<file path="src/rtl/cnn_pkg.sv">
// Shared types and constants for the fully-connected layer sequencer and its
// RAM/ROM wrappers.
package cnn_pkg;

  typedef enum logic [1:0] {
    ST_IDLE  = 2'd0,
    ST_ISSUE = 2'd1,
    ST_DRAIN = 2'd2,
    ST_WRITE = 2'd3
  } state_t;

  localparam int L1_N_IN    = 401;
  localparam int L1_N_OUT   = 26;
  localparam int L2_N_IN    = 26;
  localparam int L2_N_OUT   = 11;
  localparam int CNN_RD_LAT = 2;

  // Width of a counter that runs 0..n-1 (at least one bit).
  function automatic int cnt_w(input int n);
    return (n < 2) ? 1 : $clog2(n);
  endfunction

endpackage

</file>
<file path="src/rtl/cnn_delay_line.sv">
// Fixed-depth shift register carrying {en, clr, last} accumulator strobes so
// they line up with the RAM/ROM read data.
module cnn_delay_line #(
  parameter int DEPTH = 2
) (
  input  logic       clk,
  input  logic       rst,
  input  logic [2:0] d,
  output logic [2:0] q
);

  logic [2:0] pipe [DEPTH];

  always_ff @(posedge clk) begin
    if (!rst) begin
      for (int k = 0; k < DEPTH; k++) pipe[k] <= '0;
    end else begin
      pipe[0] <= d;
      for (int k = 1; k < DEPTH; k++) pipe[k] <= pipe[k-1];
    end
  end

  assign q = pipe[DEPTH-1];

endmodule

</file>
<file path="src/rtl/cnn_layer_sequencer.sv">
// Address and accumulator-strobe sequencer for one fully-connected layer,
// handing each finished neuron sum to the sigmoid stage via valid/ready.
//
// state | meaning
// IDLE  | waiting for start; rd_en/addresses held at 0
// ISSUE | one aligned input/weight read per cycle, N_IN per neuron
// DRAIN | RD_LAT cycles letting the last reads reach the MAC
// WRITE | res_valid held with res_idx until res_ready
module cnn_layer_sequencer
  import cnn_pkg::*;
#(
  parameter int N_IN   = L1_N_IN,
  parameter int N_OUT  = L1_N_OUT,
  parameter int RD_LAT = CNN_RD_LAT,
  parameter int XW     = 12,
  parameter int WW     = 14,
  parameter int NW     = 5
) (
  input  logic          clk,
  input  logic          rst,
  input  logic          start,
  input  logic [XW-1:0] x_base,
  input  logic [WW-1:0] w_base,
  output logic          busy,
  output logic          done,
  output logic          rd_en,
  output logic [XW-1:0] x_addr,
  output logic [WW-1:0] w_addr,
  output logic          mac_clr,
  output logic          mac_en,
  output logic          mac_last,
  output logic          res_valid,
  output logic [NW-1:0] res_idx,
  input  logic          res_ready
);

  localparam int IW = cnt_w(N_IN);
  localparam int DW = cnt_w(RD_LAT);
  localparam logic [IW-1:0] I_LAST = IW'(N_IN - 1);
  localparam logic [NW-1:0] N_LAST = NW'(N_OUT - 1);
  localparam logic [DW-1:0] D_LAST = DW'(RD_LAT - 1);
  localparam logic          ONE_TERM = (N_IN == 1);

  state_t        state;
  logic [IW-1:0] i;
  logic [NW-1:0] n;
  logic [WW-1:0] wp;
  logic [DW-1:0] dcnt;
  logic [XW-1:0] x_base_q;
  logic [WW-1:0] w_base_q;
  logic          clr_q;
  logic          last_q;
  logic [2:0]    dly_q;

  // i and wp index the term currently on the address outputs; wp runs across
  // neurons so each neuron picks up the next row of the weight matrix.
  always_ff @(posedge clk) begin
    if (!rst) begin
      state     <= ST_IDLE;
      i         <= '0;
      n         <= '0;
      wp        <= '0;
      dcnt      <= '0;
      x_base_q  <= '0;
      w_base_q  <= '0;
      clr_q     <= 1'b0;
      last_q    <= 1'b0;
      busy      <= 1'b0;
      done      <= 1'b0;
      rd_en     <= 1'b0;
      x_addr    <= '0;
      w_addr    <= '0;
      res_valid <= 1'b0;
      res_idx   <= '0;
    end else begin
      done <= 1'b0;
      case (state)
        ST_IDLE: begin
          if (start) begin
            x_base_q <= x_base;
            w_base_q <= w_base;
            i        <= '0;
            n        <= '0;
            wp       <= '0;
            rd_en    <= 1'b1;
            x_addr   <= x_base;
            w_addr   <= w_base;
            clr_q    <= 1'b1;
            last_q   <= ONE_TERM;
            busy     <= 1'b1;
            state    <= ST_ISSUE;
          end
        end
        ST_ISSUE: begin
          wp <= wp + 1'b1;
          if (i == I_LAST) begin
            rd_en  <= 1'b0;
            x_addr <= '0;
            w_addr <= '0;
            clr_q  <= 1'b0;
            last_q <= 1'b0;
            dcnt   <= D_LAST;
            state  <= ST_DRAIN;
          end else begin
            i      <= i + 1'b1;
            x_addr <= x_base_q + XW'(i + 1'b1);
            w_addr <= w_base_q + wp + WW'(1);
            clr_q  <= 1'b0;
            last_q <= ((i + 1'b1) == I_LAST);
          end
        end
        ST_DRAIN: begin
          if (dcnt == '0) begin
            res_valid <= 1'b1;
            res_idx   <= n;
            state     <= ST_WRITE;
          end else begin
            dcnt <= dcnt - 1'b1;
          end
        end
        ST_WRITE: begin
          if (res_ready) begin
            res_valid <= 1'b0;
            if (n == N_LAST) begin
              done  <= 1'b1;
              busy  <= 1'b0;
              state <= ST_IDLE;
            end else begin
              n      <= n + 1'b1;
              i      <= '0;
              rd_en  <= 1'b1;
              x_addr <= x_base_q;
              w_addr <= w_base_q + wp;
              clr_q  <= 1'b1;
              last_q <= ONE_TERM;
              state  <= ST_ISSUE;
            end
          end
        end
        default: state <= ST_IDLE;
      endcase
    end
  end

  cnn_delay_line #(.DEPTH(RD_LAT)) u_dly (
    .clk (clk),
    .rst (rst),
    .d   ({rd_en, clr_q, last_q}),
    .q   (dly_q)
  );

  assign mac_en   = dly_q[2];
  assign mac_clr  = dly_q[1];
  assign mac_last = dly_q[0];

  // A layer must not run off the end of either memory.
  always @(posedge clk) begin
    if (rst && state == ST_IDLE && start) begin
      assert ((longint'(w_base) + longint'(N_OUT) * longint'(N_IN) <= (longint'(1) << WW)) &&
              (longint'(x_base) + longint'(N_IN) <= (longint'(1) << XW)));
    end
  end

endmodule

</file>
<file path="config.mk">
export PLATFORM = sky130hd
export DESIGN_NAME = cnn_layer_sequencer
export DESIGN_NICKNAME = d
export VERILOG_FILES = /design/src/rtl/cnn_pkg.sv /design/src/rtl/cnn_delay_line.sv /design/src/rtl/cnn_layer_sequencer.sv
export SDC_FILE = /design/constraint.sdc
export NUM_CORES = 1
export LEC_CHECK = 0
export ABC_AREA = 1
export CORE_MARGIN = 2
export CORE_UTILIZATION = 51
export CTS_BUF_LIST = sky130_fd_sc_hd__clkbuf_16
export DETAILED_ROUTE_END_ITERATION = 7
export GPL_ROUTABILITY_DRIVEN = 0
export GPL_TIMING_DRIVEN = 0
export PLACE_DENSITY = 0.79
export SETUP_SLACK_MARGIN = 0.05
export SLEW_MARGIN = 0
export SYNTH_ARGS = -nofsm -noshare
export SYNTH_HDL_FRONTEND = slang
export SYNTH_SLANG_ARGS = --single-unit
</file>
<file path="constraint.sdc">
create_clock -name clk -period 2.5 [get_ports clk]
set_clock_uncertainty 0.05 [all_clocks]
set_input_delay 0.5 -clock clk [delete_from_list [all_inputs] [get_ports clk]]
set_output_delay 0.5 -clock clk [all_outputs]
set_load 0.01 [all_outputs]
</file>
==> results_dict.tcl, run 1 <==
set metrics [dict create \
    cts_buffers 9 \
    yosysSeqAreaShare 0.335 \
    setup.worst_path.end_class "register" \
    coreArea_um2 11400 \
    synth.area.top_cells "dfxtp_1 (33%), nand2_1 (11%), ha_1 (6.9%), inv_1 (6.7%), o21ai_0 (6.4%)" \
    io_pins 68 \
    drive_above_1_share 0.0946 \
    clock_tree.root_cell "clkbuf_16" \
    drc 0 \
    setup_violations 0 \
    yosysUniqueCellTypes 54 \
    nFillCells 1064 \
    overflow 0 \
    synth_edf_count 0 \
    finalHoldViolCount 0 \
    rows 39 \
    slew_headroom 0.495 \
    rsz0062_at_grt "yes" \
    seqCellArea_um2 2010 \
    dr.pass1.iters 5 \
    numClockSinks 100 \
    fin_nets 1022 \
    required_ns 2.71 \
    die-area_um2 12600 \
    pwr_density_cell_nw_per_um2 988 \
    grt_use_total 0.275 \
    drt_iter0_drc 480 \
    synth_top_area_share 0.335 \
    drt-vias-per-instance 5.58 \
    wl_per_cell_um 15.7 \
    dp_hpwl_um 12800 \
    synth_fp_nets 939 \
    power.leakage_uw 0.00318 \
    status "finished, final reports clean" \
    max_freq_mhz 429 \
    fin_ws_ns 0.172 \
    maxSlewViolCount 0 \
    h-tree-depth 3 \
    grt_max_degree 19 \
    clockBufferDepth 2 \
    yosys_most_used_dff "dfxtp_1" \
    syn_inst 874 \
    crit_fanout 5 \
    grt_pass1_vias 5727 \
    post-route-min-period_ns 2.33 \
    finalWirelength_um 17300 \
    port_buffers 66 \
    hold_class "reg -> reg" \
    ant_nets 0 \
    ys_ff_latch 100 \
    drv_cap 0 \
    cts.clk_slew.worst_paths_ns 0.08 \
    worstPathArrival_ns 2.53 \
    synth_top_area_cell "dfxtp_1" \
    path_class "reg -> reg" \
    synthTopCellsByCount "nand2_1 (180), inv_1 (106), dfxtp_1 (100)" \
    crit_path_start_kind "register" \
    yosysMostFrequentCell "nand2_1" \
    antenna_found_initial 0 \
    place_area_um2 6820 \
    diodes 0 \
    place_ws_ns -0.196 \
    multi_input_area_um2 3500 \
    synth-async-reset-ratio 0 \
    fp.dieW_um 112 \
    yosys_warnings 0 \
    clk-insertion-delay-late_ns 0.37 \
    ir_drop_v 0.000711 \
    vias 6169 \
    start_util 0.523 \
    die_h_um 112 \
    area_growth_pct 21.7 \
    grt_pass1_wl_um 27800 \
    design_area_um2 7270 \
    synth_area_um2 5980 \
    syn_area_per_cell_um2 6.84 \
    cts_tree "yes" \
    min_period_over_period 0.931 \
    worst_pin_slew_ns 0.758 \
]
repair_timing:
item                                    CTS  global route
pin swaps                                 5            15
hold buffers                              0             0
buffers inserted                          2             4
endpoints found under the setup margin    6            17
resized for setup                         9            24
placed cells by master, fill, tap and decap left out, types with 5 or more instances in the layout:
master             n
inv_2             11
inv_1            102
a21oi_1           75
or2_2              5
o21ai_1           18
nand2_1          175
dfxtp_1           97
clkbuf_1          17
a221oi_1           9
nand3_1           45
clkbuf_16          9
xor2_1             7
nor2_1            83
ha_1              30
o21ai_0           76
nand2_2            9
buf_4              7
a31oi_1            9
clkdlybuf4s50_1   66
nor3_1            10
nand4_1           16
logic make-up (layout without fill, tap and decap cells):
group,count (synthesis),count (layout),share of synthesized area
and+or+nand+nor,377,377,0.286
buffers and inverters,143,231,0.0946
DFF,100,100,0.335
xor gates and xnor gates,7,7,0.0103
AOI/OAI and AO/OA,212,212,0.199
adders and majority gates,35,35,0.0758
report_power, final:
| part | total (uW) | switching, uW | internal (uW) |
|---|---|---|---|
| clock | 1480 | 689 | 795 |
| combinational | 3350 | 2050 | 1300 |
| sequential | 2350 | 317 | 2030 |
critical path, stage by stage (launching register included):
cell and delay, ns:
dfxtp_4 0.37, ha_4 0.16, inv_2 0.04, fa_2 0.44, inv_2 0.10, ha_4 0.13
inv_2 0.04, nor2_4 0.13, nand3_2 0.10, nor2_2 0.12, nand4_1 0.17, nor2_1 0.13
nor2_1 0.05, a21oi_1 0.14, nor2_1 0.05
routing by layer:
| layer | GRT usage | share of wire | vias to the layer above |
|---|---|---|---|
| li1 | - | - | 3081 |
| met1 | 0.367 | 0.45 | 2816 |
| met2 | 0.439 | 0.45 | 240 |
| met3 | 0.0751 | 0.080 | 32 |
| met4 | 0.0797 | 0.019 | 0 |
| met5 | 0 | 0 | - |
cell type report:
type	instances	area share
flip-flops and latches	100	0.276
clock inverters	7	0.0114
plain buffers	26	0.0170
well taps	143	0.0246
inverters	117	0.0611
clock buffers	9	0.0310
repair buffers	72	0.0970
multi-input cells	631	0.482
path summary, 6_finish.rpt:
kind	end	slack (ns)	depth (start not counted)	start
worst min-delay path	u_dly.pipe[0][3]	0.37	2	u_dly.pipe[0][0]
worst min register to register	u_dly.pipe[0][3]	0.37	2	u_dly.pipe[0][0]
worst max-delay path	w_addr[10]	0.17	14	wp[0]
worst max register to register	w_addr[10]	0.17	14	wp[0]
registers in the layout, indices dropped and copies added (netlist names), 6 cells and up:
name and cells:
x_base_q 12, x_addr 12, wp 14, w_addr 14, i 9, w_base_q 14, u_dly.pipe 6
per-stage QoR:
step | setup TNS [ns] | hold slack [ns] | utilization | cells | total power, uW
floorplan | 0 | 0.340 | - | 874 | 4300
global placement | -0.313 | 0.345 | 0.597 | 1083 | 5490
detailed placement | -0.481 | 0.354 | 0.597 | 1083 | 5550
CTS | 0 | 0.372 | 0.628 | 1101 | 7080
global route | 0 | 0.392 | 0.637 | 1105 | 7620
finish | 0 | 0.366 | 0.637 | 1105 | 7190
Power figures use the tool's default switching activity.
==> run 2, diff against run 1 <==
--- a/config.mk
+++ b/config.mk
@@ -6,13 +6,14 @@
 export NUM_CORES = 1
 export LEC_CHECK = 0
 export ABC_AREA = 1
-export CORE_MARGIN = 2
 export CORE_UTILIZATION = 51
 export CTS_BUF_LIST = sky130_fd_sc_hd__clkbuf_16
+export CTS_CLUSTER_SIZE = 40
 export DETAILED_ROUTE_END_ITERATION = 7
 export GPL_ROUTABILITY_DRIVEN = 0
 export GPL_TIMING_DRIVEN = 0
 export PLACE_DENSITY = 0.79
+export REMOVE_ABC_BUFFERS = 1
 export SETUP_SLACK_MARGIN = 0.05
 export SLEW_MARGIN = 0
 export SYNTH_ARGS = -nofsm -noshare
==> run 2 against run 1 <==
  * First-iteration DRC count is 14% higher
  * Sequential cell count stayed put
  * Worst hold slack worse by 0.0035 ns
  * Register-to-register slack worse by 0.07 ns
  * Power is 2.3% higher
  * Cell count is 0.54% lower
  * Clock power hardly changed
  * Utilization is 1.4 points higher
==> results_dict.tcl, run 2 (synthesized netlist as in run 1, its figures left out) <==
set metrics [dict create \
    status "finished, final reports clean" \
    worstPathArrival_ns 2.66 \
    slew_headroom 0.556 \
    grt_use_met2 0.445 \
    top_usage_layer "met2" \
    clock_tree.root_cell "clkbuf_16" \
    drc 0 \
    rows 39 \
    clk-insertion-delay-late_ns 0.37 \
    start_util 0.523 \
    path_buf_inv 4 \
    grt_pass1_vias 5380 \
    dp_hpwl_um 10700 \
    grt_max_degree 44 \
    r2r-start "wp[0]" \
    seqCellArea_um2 2010 \
    mostFrequentLayoutCell "nand2_1" \
    crit_slowest_cell "fa_2" \
    most-common-layout-cells "nand2_1 (174), inv_1 (100), dfxtp_1 (95)" \
    setup_violations 0 \
    overflow 0 \
    cp_cell_sequence "ha_4 -> inv_2 -> fa_2 -> inv_2 -> ha_4 -> inv_2 -> nor2_4 -> nand3_4 -> nor2_4 -> nand4_1 -> buf_4 -> o21ai_2 -> a21oi_2 -> nor2_1" \
    numClockSinks 100 \
    fin_nets 1016 \
    crit_path_start_kind "register" \
    worst_pin_slew_ns 0.662 \
    area_growth_pct 24.3 \
    clockBufferDepth 2 \
    sw_frac_of_total 0.424 \
    nFillCells 1002 \
    post-route-min-period_ns 2.40 \
    ir_drop_v 0.000715 \
    multi_input_area_um2 3610 \
    holdWs_ns 0.363 \
    drt-vias-per-instance 5.54 \
    die_h_um 110 \
    comb_power_share 0.476 \
    h-tree-depth 3 \
    drt_iter0_drc 549 \
    vias 6091 \
    required_ns 2.76 \
    wl_per_cell_um 15.0 \
    min_period_over_period 0.959 \
    grt_use_total 0.275 \
    finalWirelength_um 16400 \
    cts_buffers 9 \
    antenna_found_initial 0 \
    pwr_density_cell_nw_per_um2 990 \
    drv_cap 0 \
    hold_buffers 0 \
    cpPeakStageDelay_ns 0.47 \
    ant_nets 0 \
    io_pins 68 \
    critPathTopFamily "adder cells" \
    setup.worst_path.end_class "register" \
    cts_tree "yes" \
    die-area_um2 12200 \
    met1_usage 0.349 \
    rsz0062_at_grt "yes" \
    p_int_uw 4230 \
    power.leakage_uw 0.00322 \
    top_regs "w_addr (14), w_base_q (14), wp (14)" \
    worstHoldStart "u_dly.pipe[0][1]" \
    diodes 0 \
    maxSlewViolCount 0 \
    path_class "reg -> reg" \
    max_freq_mhz 417 \
    dr.pass1.iters 5 \
    coreArea_um2 11400 \
    fp.dieW_um 110 \
    hold_class "reg -> reg" \
    port_buffers 67 \
    grt_pass1_wl_um 25500 \
    met3_usage 0.0770 \
    clock_power_share 0.205 \
    drive_above_1_share 0.123 \
    setup.worst_path.start "wp[0]" \
    cts.clk_slew.worst_paths_ns 0.08 \
    switchingPower_uw 3120 \
    finalHoldViolCount 0 \
    path_common_cell "inv_2" \
    seqPwrFrac 0.319 \
    fin_tns_setup_ns 0 \
    crit_fanout 4 \
]
[run 2: cell types whose count changed in the layout (fill, tap and decap cells not counted), sizes merged]
cell	delta
clkbuf	-19
buf	+10
clkinv	-1
nor2	+2
clkinvlp	+4
inv	-2
[run 2: layout make-up]
cell class                 instances  area share
timing repair buffer              89       0.115
tap                              143      0.0241
sequential                       100       0.271
multi-input combinational        633       0.486
inverter                         117      0.0608
timing repair inverter             1    0.000674
clock buffer                       9      0.0303
clock inverter                     7      0.0126
[run 2: through the flow]
stage | area, um2 | total power [uW] | std cells | utilization | setup WS [ns]
after global placement | 6710 | 5280 | 1058 | 0.587 | -2.25
final | 7430 | 7350 | 1099 | 0.650 | 0.103
after CTS | 7250 | 7160 | 1093 | 0.635 | 0.0296
after detailed placement | 6740 | 5360 | 1060 | 0.590 | -0.931
after floorplan | 5860 | 4170 | 848 | - | 0.104
after global routing | 7430 | 7830 | 1099 | 0.650 | -0.0217
[run 2: power groups by stage]
stage	sequential (uW)	combinational, uW	clock [uW]
3_5_place_dp	2350	3010	0
4_1_cts	2330	3300	1530
3_3_place_gp	2340	2940	0
2_1_floorplan	2400	1770	0
5_1_grt	2400	3840	1590
6_report	2350	3500	1510
[run 2: path summary, 6_finish.rpt]
kind,cells after the start,slack [ns],endpoint
setup / recovery,14,0.10,w_addr[10]
hold / removal,2,0.36,u_dly.pipe[0][4]
setup reg to reg,14,0.10,w_addr[10]
hold reg to reg,2,0.36,u_dly.pipe[0][4]
[run 2: metal layers]
layer	vias to the layer above	part of all wire
met3	36	0.066
met5	-	0
li1	3085	-
met2	186	0.45
met4	0	0.028
met1	2784	0.45
[run 2: worst min-delay path, cell delays in order (launching register included)]
cell,delay (ns)
dfxtp_1,0.31
nand2_1,0.04
inv_1,0.04
[run 2: what timing repair did]
item	in CTS	in global routing
endpoints found under the setup margin	57	60
pin swaps	11	20
gates cloned	3	0
buffers inserted	14	7
gates resized for setup	21	31
